[src/rtl/alu_pkg.sv]
`default_nettype none
// +----------------------------------------------------------------------+
// | alu_pkg : opcodes, shift controls and data width shared by the ALU   |
// | Revision: 1.0                                                        |
// +----------------------------------------------------------------------+
package alu_pkg;
   localparam int DATA_W = 32;

   localparam logic [3:0] ALU_XOR   = 4'b0000;
   localparam logic [3:0] ALU_AND   = 4'b0001;
   localparam logic [3:0] ALU_ADD   = 4'b0010;
   localparam logic [3:0] ALU_NEG   = 4'b0011;
   localparam logic [3:0] ALU_SHIFT = 4'b0100;
   localparam logic [3:0] ALU_SUB   = 4'b0101;
   localparam logic [3:0] ALU_OR    = 4'b0110;

   localparam logic SHIFT_LEFT    = 1'b0;
   localparam logic SHIFT_RIGHT   = 1'b1;
   localparam logic SHIFT_LOGICAL = 1'b0;
   localparam logic SHIFT_ARITH   = 1'b1;
endpackage
`default_nettype wire

[src/rtl/alu_logic_block_if.sv]
`default_nettype none
// +----------------------------------------------------------------------+
// | alu_logic_block_if : operand/control inputs and result/flag outputs  |
// | Revision: 1.0                                                        |
// +----------------------------------------------------------------------+
interface alu_logic_block_if;
   import alu_pkg::*;

   logic [DATA_W-1:0] A;
   logic [DATA_W-1:0] B;
   logic              shiftDir;
   logic              shiftOp;
   logic [3:0]        ALUctrlOP;
   logic              flagEn;
   logic [DATA_W-1:0] ALUres;
   logic              zeroFlag;
   logic              signFlag;
   logic              carryFlag;
   logic              overflow;

   modport master (
      output A, B, shiftDir, shiftOp, ALUctrlOP, flagEn,
      input  ALUres, zeroFlag, signFlag, carryFlag, overflow
   );

   modport slave (
      input  A, B, shiftDir, shiftOp, ALUctrlOP, flagEn,
      output ALUres, zeroFlag, signFlag, carryFlag, overflow
   );
endinterface
`default_nettype wire

[src/rtl/alu_barrel_shifter.sv]
`default_nettype none
// +----------------------------------------------------------------------+
// | alu_barrel_shifter : 5-stage logarithmic left/right shifter          |
// | Revision: 1.0                                                        |
// +----------------------------------------------------------------------+
module alu_barrel_shifter
   import alu_pkg::*;
(
   input  wire logic [DATA_W-1:0] a,
   input  wire logic [4:0]        shamt,
   input  wire logic              dir,
   input  wire logic              arith,
   output      logic [DATA_W-1:0] result
);
   logic [DATA_W-1:0] w_stage [0:5];
   logic              w_fill;

   // Left shifts ignore arith: vacated low bits are always zero.
   assign w_fill     = (arith == SHIFT_ARITH) & a[DATA_W-1];
   assign w_stage[0] = a;

   for (genvar k = 0; k < 5; k++) begin : g_stage
      localparam int SH = 1 << k;
      assign w_stage[k+1] = !shamt[k]           ? w_stage[k] :
                            (dir == SHIFT_RIGHT) ? {{SH{w_fill}}, w_stage[k][DATA_W-1:SH]} :
                                                   {w_stage[k][DATA_W-1-SH:0], {SH{1'b0}}};
   end

   assign result = w_stage[5];
endmodule
`default_nettype wire

[src/rtl/alu_logic_block.sv]
`default_nettype none
// +----------------------------------------------------------------------+
// | alu_logic_block : combinational 32-bit ALU with registered flags     |
// | Revision: 1.0                                                        |
// +----------------------------------------------------------------------+
module alu_logic_block
   import alu_pkg::*;
(
   input wire logic          clk,
   input wire logic          rst,
   alu_logic_block_if.slave  bus
);
   logic [DATA_W-1:0] w_opA;
   logic [DATA_W-1:0] w_opB;
   logic              w_cin;
   logic [DATA_W:0]   w_sum;
   logic [DATA_W-1:0] w_shift;
   logic [DATA_W-1:0] w_res;
   logic              w_isArith;
   logic              w_carry;
   logic              w_ovf;

   logic              r_zero;
   logic              r_sign;
   logic              r_carry;
   logic              r_ovf;

   alu_barrel_shifter u_shifter (
      .a      (bus.A),
      .shamt  (bus.B[4:0]),
      .dir    (bus.shiftDir),
      .arith  (bus.shiftOp),
      .result (w_shift)
   );

   // One adder serves ADD (A+B), SUB (A+~B+1) and NEG (~A+0+1).
   always_comb begin
      w_opA = bus.A;
      w_opB = bus.B;
      w_cin = 1'b0;
      case (bus.ALUctrlOP)
         ALU_SUB: begin
            w_opB = ~bus.B;
            w_cin = 1'b1;
         end
         ALU_NEG: begin
            w_opA = ~bus.A;
            w_opB = '0;
            w_cin = 1'b1;
         end
         default: ;
      endcase
   end

   assign w_sum = {1'b0, w_opA} + {1'b0, w_opB} + {{DATA_W{1'b0}}, w_cin};

   always_comb begin
      w_res = '0;
      case (bus.ALUctrlOP)
         ALU_XOR:                   w_res = bus.A ^ bus.B;
         ALU_AND:                   w_res = bus.A & bus.B;
         ALU_OR:                    w_res = bus.A | bus.B;
         ALU_SHIFT:                 w_res = w_shift;
         ALU_ADD, ALU_SUB, ALU_NEG: w_res = w_sum[DATA_W-1:0];
         default:                   w_res = '0;
      endcase
   end

   assign w_isArith = (bus.ALUctrlOP == ALU_ADD) || (bus.ALUctrlOP == ALU_SUB) ||
                      (bus.ALUctrlOP == ALU_NEG);
   assign w_carry   = w_isArith & w_sum[DATA_W];
   // Overflow from the actual adder operands covers ADD, SUB and NEG alike.
   assign w_ovf     = w_isArith & (w_opA[DATA_W-1] == w_opB[DATA_W-1]) &
                      (w_sum[DATA_W-1] != w_opA[DATA_W-1]);

   always_ff @(posedge clk) begin
      if (rst) begin
         r_zero  <= 1'b0;
         r_sign  <= 1'b0;
         r_carry <= 1'b0;
         r_ovf   <= 1'b0;
      end else if (bus.flagEn) begin
         r_zero  <= (w_res == '0);
         r_sign  <= w_res[DATA_W-1];
         r_carry <= w_carry;
         r_ovf   <= w_ovf;
      end
   end

   assign bus.ALUres    = w_res;
   assign bus.zeroFlag  = r_zero;
   assign bus.signFlag  = r_sign;
   assign bus.carryFlag = r_carry;
   assign bus.overflow  = r_ovf;
endmodule
`default_nettype wire

[src/flat_wrapper.sv]
// flat-port wrapper written by rule: the top's interface ports become plain ports
module alu_logic_block_flat import alu_pkg::*;
  (clk, rst, bus_A, bus_B, bus_shiftDir, bus_shiftOp, bus_ALUctrlOP, bus_flagEn, bus_ALUres, bus_zeroFlag, bus_signFlag, bus_carryFlag, bus_overflow);
  alu_logic_block_if bus_i ();
  input wire logic clk;
  input wire logic rst;
  input wire logic [$bits(bus_i.A)-1:0] bus_A;
  input wire logic [$bits(bus_i.B)-1:0] bus_B;
  input wire logic [$bits(bus_i.shiftDir)-1:0] bus_shiftDir;
  input wire logic [$bits(bus_i.shiftOp)-1:0] bus_shiftOp;
  input wire logic [$bits(bus_i.ALUctrlOP)-1:0] bus_ALUctrlOP;
  input wire logic [$bits(bus_i.flagEn)-1:0] bus_flagEn;
  output wire logic [$bits(bus_i.ALUres)-1:0] bus_ALUres;
  output wire logic [$bits(bus_i.zeroFlag)-1:0] bus_zeroFlag;
  output wire logic [$bits(bus_i.signFlag)-1:0] bus_signFlag;
  output wire logic [$bits(bus_i.carryFlag)-1:0] bus_carryFlag;
  output wire logic [$bits(bus_i.overflow)-1:0] bus_overflow;
  assign bus_i.A = bus_A;
  assign bus_i.B = bus_B;
  assign bus_i.shiftDir = bus_shiftDir;
  assign bus_i.shiftOp = bus_shiftOp;
  assign bus_i.ALUctrlOP = bus_ALUctrlOP;
  assign bus_i.flagEn = bus_flagEn;
  assign bus_ALUres = bus_i.ALUres;
  assign bus_zeroFlag = bus_i.zeroFlag;
  assign bus_signFlag = bus_i.signFlag;
  assign bus_carryFlag = bus_i.carryFlag;
  assign bus_overflow = bus_i.overflow;
  alu_logic_block u_core (.clk(clk), .rst(rst), .bus(bus_i));
endmodule
[config.mk]
export PLATFORM = sky130hd
export DESIGN_NAME = alu_logic_block_flat
export DESIGN_NICKNAME = d
export VERILOG_FILES = /design/src/rtl/alu_pkg.sv /design/src/rtl/alu_logic_block_if.sv /design/src/rtl/alu_barrel_shifter.sv /design/src/rtl/alu_logic_block.sv /design/src/flat_wrapper.sv
export SDC_FILE = /design/constraint.sdc
export NUM_CORES = 1
export LEC_CHECK = 0
export CORE_MARGIN = 5
export CORE_UTILIZATION = 52
export DETAILED_ROUTE_END_ITERATION = 7
export PLACE_DENSITY_LB_ADDON = 0.05
export SLEW_MARGIN = 20
export SYNTH_ARGS = -nofsm -noshare
export SYNTH_HDL_FRONTEND = slang
export SYNTH_SLANG_ARGS = --single-unit
[constraint.sdc]
create_clock -name clk -period 18.95 [get_ports clk]
set_clock_uncertainty 0.05 [all_clocks]
set_input_delay 3.79 -clock clk [delete_from_list [all_inputs] [get_ports clk]]
set_output_delay 3.79 -clock clk [all_outputs]
set_load 0.03 [all_outputs]
==> results.toml, run 1 <==
[clock_network]
clk_latency_ps = 230
clock_sinks = 4
cts_inserted_buffers = 3
post_cts.resized_instances = 0
cts.reportedPaths.clkPinSlew_ps = 30
cts_setup_buffers = 0
htree_levels = 1
tritoncts = "built"
ctsHoldBuffers = 0
clock_tree.root_cell = "sky130_fd_sc_hd__clkbuf_16"
clk_path_buf_depth = 2

[synth]
ys_ff_latch = 4
synthCells = 1320
netlist.top_cell.by_area = "sky130_fd_sc_hd__ha_1"
synth_xor_xnor_area_share_pct = 5.13
synth_most_common_cell = "sky130_fd_sc_hd__nand2_1"
synth_cell_type_count = 84
synth-warning-count = 0
synthTopCellsByCount = "128 x sky130_fd_sc_hd__nand2_1, 108 x sky130_fd_sc_hd__nor2_1, 105 x sky130_fd_sc_hd__o21ai_0"
ys_seq_area_share_pct = 0.885
syn-mean-instance-area_um2 = 6.86
synth.cell_area_um2 = 9050
asyncSetResetFlopFracSynth_pct = 0
yosys.area_share.adder_pct = 13.6
yosys_most_used_dff = "sky130_fd_sc_hd__dfxtp_1"
compound_gate_portion_of_the_synthesized_area_pct = 33.5
synth.area.mux_share_pct = 15.2
netlist_top_cells_area = "sky130_fd_sc_hd__ha_1 13%, sky130_fd_sc_hd__mux4_2 6.5%, sky130_fd_sc_hd__o21ai_0 5.8%, sky130_fd_sc_hd__nand2_1 5.3%, sky130_fd_sc_hd__a21oi_1 4.5%"
synth_simple_gate_area_share_pct = 23.0
synth_top_family_by_area = "compound AO/OA/AOI/OAI gates"
post_synth_top_area_share_pct = 13.1
synth_fp_nets = 1490
synth-edff-count = 0

[routing]
remaining_drc_errors = 0
wl_mm = 42.6
drt-vias-per-instance = 7.24
num_vias = 11335
first_iter_violations = 1703
drtPass1Iterations = 6
detail-route-antenna-nets = 0
routedWlPerCell_um = 27.2

[timing]
final_min_period_over_clock_period_pct = 69.2
achievable-frequency_mhz = 76.2
fin_ws_ps = 5830
endpoints_failing_hold = 0
setup_total_negative_slack_ps = 0
rsz0062_at_grt = "false"
worst_slew_margin_rel_pct = 26.5
period_needed_ps = 13120
setup_viol = 0
final_max_slew_viol_count = 0
worst_slew_pin_slew_ps = 1100

[die]
top_level_ports = 109
design.die.area_um2 = 20100
std_cell_rows = 48
floorplan.initialDensity_pct = 52.7
core-area_um2 = 17200
floorplan.die.height_um = 142
chipWidth_um = 142

[power_and_ir_drop]
power.density_cell_area_nw_per_um2 = 38.8
power.leakage_nw = 4.17
ir_worst_vdd_v = 0.0000266

[place]
dp_slack_ps = 5870
dp_hpwl_mm = 32.9
portBuffers = 108
place_congestion = 1.07

[global_routing]
wire_length_of_the_first_global_routing_pass_mm = 62.4
vias_in_the_first_global_route = 10047
globalRouteOverflowTotal = 0
grt_max_degree = 90
antenna_found_initial = 1
grt_use_total_pct = 39.9

[cells_and_area]
flow.area_growth_from_synthesis_pct = 12.5
fin_nets = 1512
diodes = 0
drive_gt1_share_pct = 8.36
fill_cells = 1672

[worst_setup_path]
arrival_ps = 9280
timing.setup.critical_path_class = "input pin to output port"
path_max_fanout = 33
startpoint_type = "input pin"
required_ps = 15110
crit_path_end_kind = "output port"

[status]
outcome = "finished, final reports clean"

[flow_run]
maxCapViolations = 0

[worst_hold_path]
hold_path.class = "register to register"
-- critical path: stages --
cell                              delay, ps
sky130_fd_sc_hd__clkdlybuf4s50_1        750
sky130_fd_sc_hd__nand2_1                120
sky130_fd_sc_hd__nor3_2                 120
sky130_fd_sc_hd__buf_4                  510
sky130_fd_sc_hd__nor2_2                 190
sky130_fd_sc_hd__buf_4                  290
sky130_fd_sc_hd__a21oi_1                230
sky130_fd_sc_hd__fa_1                   210
sky130_fd_sc_hd__inv_1                   60
sky130_fd_sc_hd__fa_1                   470
sky130_fd_sc_hd__a211oi_1               280
sky130_fd_sc_hd__o21ai_1                180
sky130_fd_sc_hd__a31oi_1                440
sky130_fd_sc_hd__o311ai_1               230
sky130_fd_sc_hd__a21bo_2                280
sky130_fd_sc_hd__a31oi_1                140
sky130_fd_sc_hd__or3b_1                 370
sky130_fd_sc_hd__clkdlybuf4s50_1        610
-- registers in the layout, summed over array words and instances, names as in the netlist --
signal                flops
u_core.bus.carryFlag      1
u_core.bus.zeroFlag       1
u_core.bus.overflow       1
u_core.bus.signFlag       1
-- cells by family (layout without fill, tap and decap cells) --
group,count (synthesis),after routing
fa+ha+maj,97,97
compound gates,444,444
flops,4,4
buf+inv,190,210
xor+xnor,53,53
mux,100,100
simple gates,432,432
-- cell type report --
type                       count  area [um2]  area share [%]
inverter                      76         285            2.80
multi-input combinational   1126        8220            80.7
tap                          225         282            2.77
clock buffer                   3        75.1           0.738
sequential                     4        80.1           0.787
timing repair buffer         131        1240            12.2
-- worst paths after layout --
| kind | startpoint | end | slack, ps | cells past startpoint |
|---|---|---|---|---|
| max | bus_ALUctrlOP[0] | bus_ALUres[24] | 5830 | 18 |
| min | u_core.bus.signFlag | u_core.bus.signFlag | 510 | 2 |
| max reg2reg | u_core.bus.zeroFlag | u_core.bus.zeroFlag | 17960 | 2 |
| min reg2reg | u_core.bus.signFlag | u_core.bus.signFlag | 510 | 2 |
-- power breakdown --
part           internal [W]  leakage [nW]   total [W]  switching [W]
sequential       0.00000874        0.0324  0.00000891    0.000000173
combinational      0.000132          4.10    0.000352       0.000220
clock             0.0000271        0.0370   0.0000339     0.00000685
total              0.000168          4.17    0.000395       0.000227
-- cell usage in the layout, fill, tap and decap left out, drive strengths merged, types with 11 or more instances in the layout --
cell type and n:
nand2 128, o21ai 110, nor2 108, clkdlybuf4s50 104
ha 95, a21oi 82, inv 73, xnor2 45
nor3 42, mux2i 40, mux2 34, nand3 32
nand2b 29, a221oi 27, buf 27, mux4 26
a211oi 24, o211ai 22, a311oi 17, a21o 16
and2 16, a31oi 16, o31ai 11
-- metal layers --
layer	up-vias	wire length [um]	GRT usage [%]
met5	-	13	0
li1	5024	-	-
met2	914	18200	61.1
met3	139	5480	9.00
met4	2	1970	14.2
met1	5256	17000	55.0
-- metrics by stage --
stage          power (W)  utilization [%]  instances  hold slack (ps)  cell area (um2)
2_1_floorplan   0.000233                -       1320              580             9050
3_3_place_gp    0.000346             58.8       1562              467            10100
3_5_place_dp    0.000347             58.8       1562              481            10100
4_1_cts         0.000382             59.2       1565              498            10200
5_1_grt         0.000414             59.2       1565              535            10200
6_report        0.000395             59.2       1565              511            10200
No activity file was read; power rests on OpenSTA's default activity.
==> inputs of run 2 (changes only) <==
Clock period 18.95 ns to 13 ns, I/O delays scaled along.
==> run 2 against run 1 <==
  * Power increased by 46%
  * Worst setup slack got worse by 3500 ps
  * Final cell count decreased by 0.13%
  * Utilization decreased by 0.087 points
  * Routed wire length decreased by 0.46%
  * Register-to-register slack got worse by 6000 ps
  * Global-route usage increased by 0.11 points
  * Die area unchanged
  * Sequential share of layout area about the same
  * Clock power increased by 44%
==> results.toml, run 2 (same netlist as run 1, synthesis figures left out) <==
[clock_network]
clock_sinks = 4
clk_path_buf_depth = 2
clock_tree.root_cell = "sky130_fd_sc_hd__clkbuf_16"
tritoncts = "built"
cts_inserted_buffers = 3
cts.reportedPaths.clkPinSlew_ps = 30
ctsHoldBuffers = 0
htree_levels = 1
post_cts.resized_instances = 0
clk_latency_ps = 230
cts_setup_buffers = 0

[worst_setup_path]
r2r_slack_ps = 11960
worst-path-stages = 18
arrival_ps = 8000
startpoint_type = "input pin"
largest_stage_delay_worst_path_ps = 760
timing_startpoint_of_the_critical_path = "bus_ALUctrlOP[0]"
r2r-start = "u_core.bus.zeroFlag"
reg2regPathDepth = 2
crit_path_end_kind = "output port"
worst_path_max_delay_cell = "sky130_fd_sc_hd__clkdlybuf4s50_1"
crit_buf_inv = 5
rr_endpoint = "u_core.bus.zeroFlag"
required_ps = 10350
path_max_fanout = 33
timing.setup.critical_path_class = "input pin to output port"
worst_setup_path_endpoint = "bus_ALUres[24]"
crit_chain = "clkdlybuf4s50_1 > nand2_1 > nor3_2 > buf_4 > nor2_2 > buf_4 > a21oi_1 > fa_1 > inv_1 > fa_1 > a211oi_1 > o21ai_1 > a31oi_1 > o311ai_1 > a21bo_2 > a31oi_1 > or3b_1 > clkdlybuf4s50_1"
worst_path_dominant_cell_family = "buffers and inverters"

[cells_and_area]
diodes = 0
layout_common_cells = "128 x sky130_fd_sc_hd__nand2_1, 107 x sky130_fd_sc_hd__nor2_1, 105 x sky130_fd_sc_hd__o21ai_0"
final_common_cell = "sky130_fd_sc_hd__nand2_1"
fin_nets = 1510
drive_gt1_share_pct = 8.22
register_area_um2 = 80.1
flow.area_growth_from_synthesis_pct = 12.3
fill_cells = 1705
layout.core_utilization_pct = 59.2
multi_input_area_um2 = 8220

[die]
top_level_ports = 109
chipWidth_um = 142
floorplan.die.height_um = 142
std_cell_rows = 48
core-area_um2 = 17200
floorplan.initialDensity_pct = 52.7
design.die.area_um2 = 20100

[place]
dp_hpwl_mm = 32.8
place_congestion = 1.09
portBuffers = 108

[routing]
routedWlPerCell_um = 27.1
wl_mm = 42.4
first_iter_violations = 1674
drtPass1Iterations = 6
drt-vias-per-instance = 7.27
num_vias = 11366
remaining_drc_errors = 0
detail-route-antenna-nets = 0

[power_and_ir_drop]
power.density_cell_area_nw_per_um2 = 56.7
ir_worst_vdd_v = 0.0000409
power.leakage_nw = 4.16

[global_routing]
grt_use_total_pct = 40.0
globalRouteOverflowTotal = 0
vias_in_the_first_global_route = 10128
grt_max_degree = 79
antenna_found_initial = 0
wire_length_of_the_first_global_routing_pass_mm = 62.6

[timing]
worst_slew_margin_rel_pct = 30.5
rsz0062_at_grt = "false"
final_max_slew_viol_count = 0
setup_total_negative_slack_ps = 0
setup_viol = 0
final_min_period_over_clock_period_pct = 81.9
worst_slew_pin_slew_ps = 1040
endpoints_failing_hold = 0
period_needed_ps = 10650
achievable-frequency_mhz = 93.9

[status]
outcome = "finished, final reports clean"

[worst_hold_path]
hold_path.class = "register to register"

[flow_run]
maxCapViolations = 0
## run 2: metal layers
layer	global-route usage, %	routed length, um	vias to the layer above
li1	-	-	5030
met1	55.4	16500	5251
met2	62.2	18600	947
met3	8.22	5770	138
met4	12.9	1620	0
met5	0	0	-
## run 2: worst reg2reg max path, cell delays in order (launching register included)
cell                      delay, ps
sky130_fd_sc_hd__dfxtp_1        310
sky130_fd_sc_hd__or3b_2         470
sky130_fd_sc_hd__o41ai_2         80
## run 2: power by group
part	switching [W]	internal (W)	total, W	leakage, nW
Sequential	0.000000208	0.0000127	0.0000129	0.0324
Combinational	0.000322	0.000192	0.000514	4.09
Clock	0.00000952	0.0000394	0.0000489	0.0370
Total	0.000332	0.000244	0.000576	4.16
## run 2: area by class of cell
| class | instances | share of cell area [%] |
|---|---|---|
| sequential | 4 | 0.788 |
| multi-input combinational | 1126 | 80.9 |
| inverter | 76 | 2.81 |
| clock buffer | 3 | 0.739 |
| timing repair buffer | 129 | 12.0 |
| tap | 225 | 2.77 |
## run 2: worst min-delay path by stage
stage / from / end / slack [ps] / cells after the start
4_1_cts: u_core.bus.signFlag / u_core.bus.signFlag / 470 / 2
3_5_place_dp: u_core.bus.carryFlag / u_core.bus.carryFlag / 440 / 2
6_report: u_core.bus.signFlag / u_core.bus.signFlag / 470 / 2
3_3_place_gp: u_core.bus.carryFlag / u_core.bus.carryFlag / 450 / 2
2_1_floorplan: u_core.bus.carryFlag / u_core.bus.carryFlag / 580 / 2
5_1_grt: u_core.bus.signFlag / u_core.bus.signFlag / 520 / 2
## run 2: through the flow
stage               std cells  setup slack, ps  hold WS [ps]  total power (W)  instance area [um2]
global placement         1560             2490           455         0.000503                10100
finish                   1563             2350           475         0.000576                10200
global route             1563             2030           521         0.000603                10200
detailed placement       1560             2430           441         0.000505                10100
CTS                      1563             2430           471         0.000557                10200
floorplan                1320             3720           580         0.000339                 9050
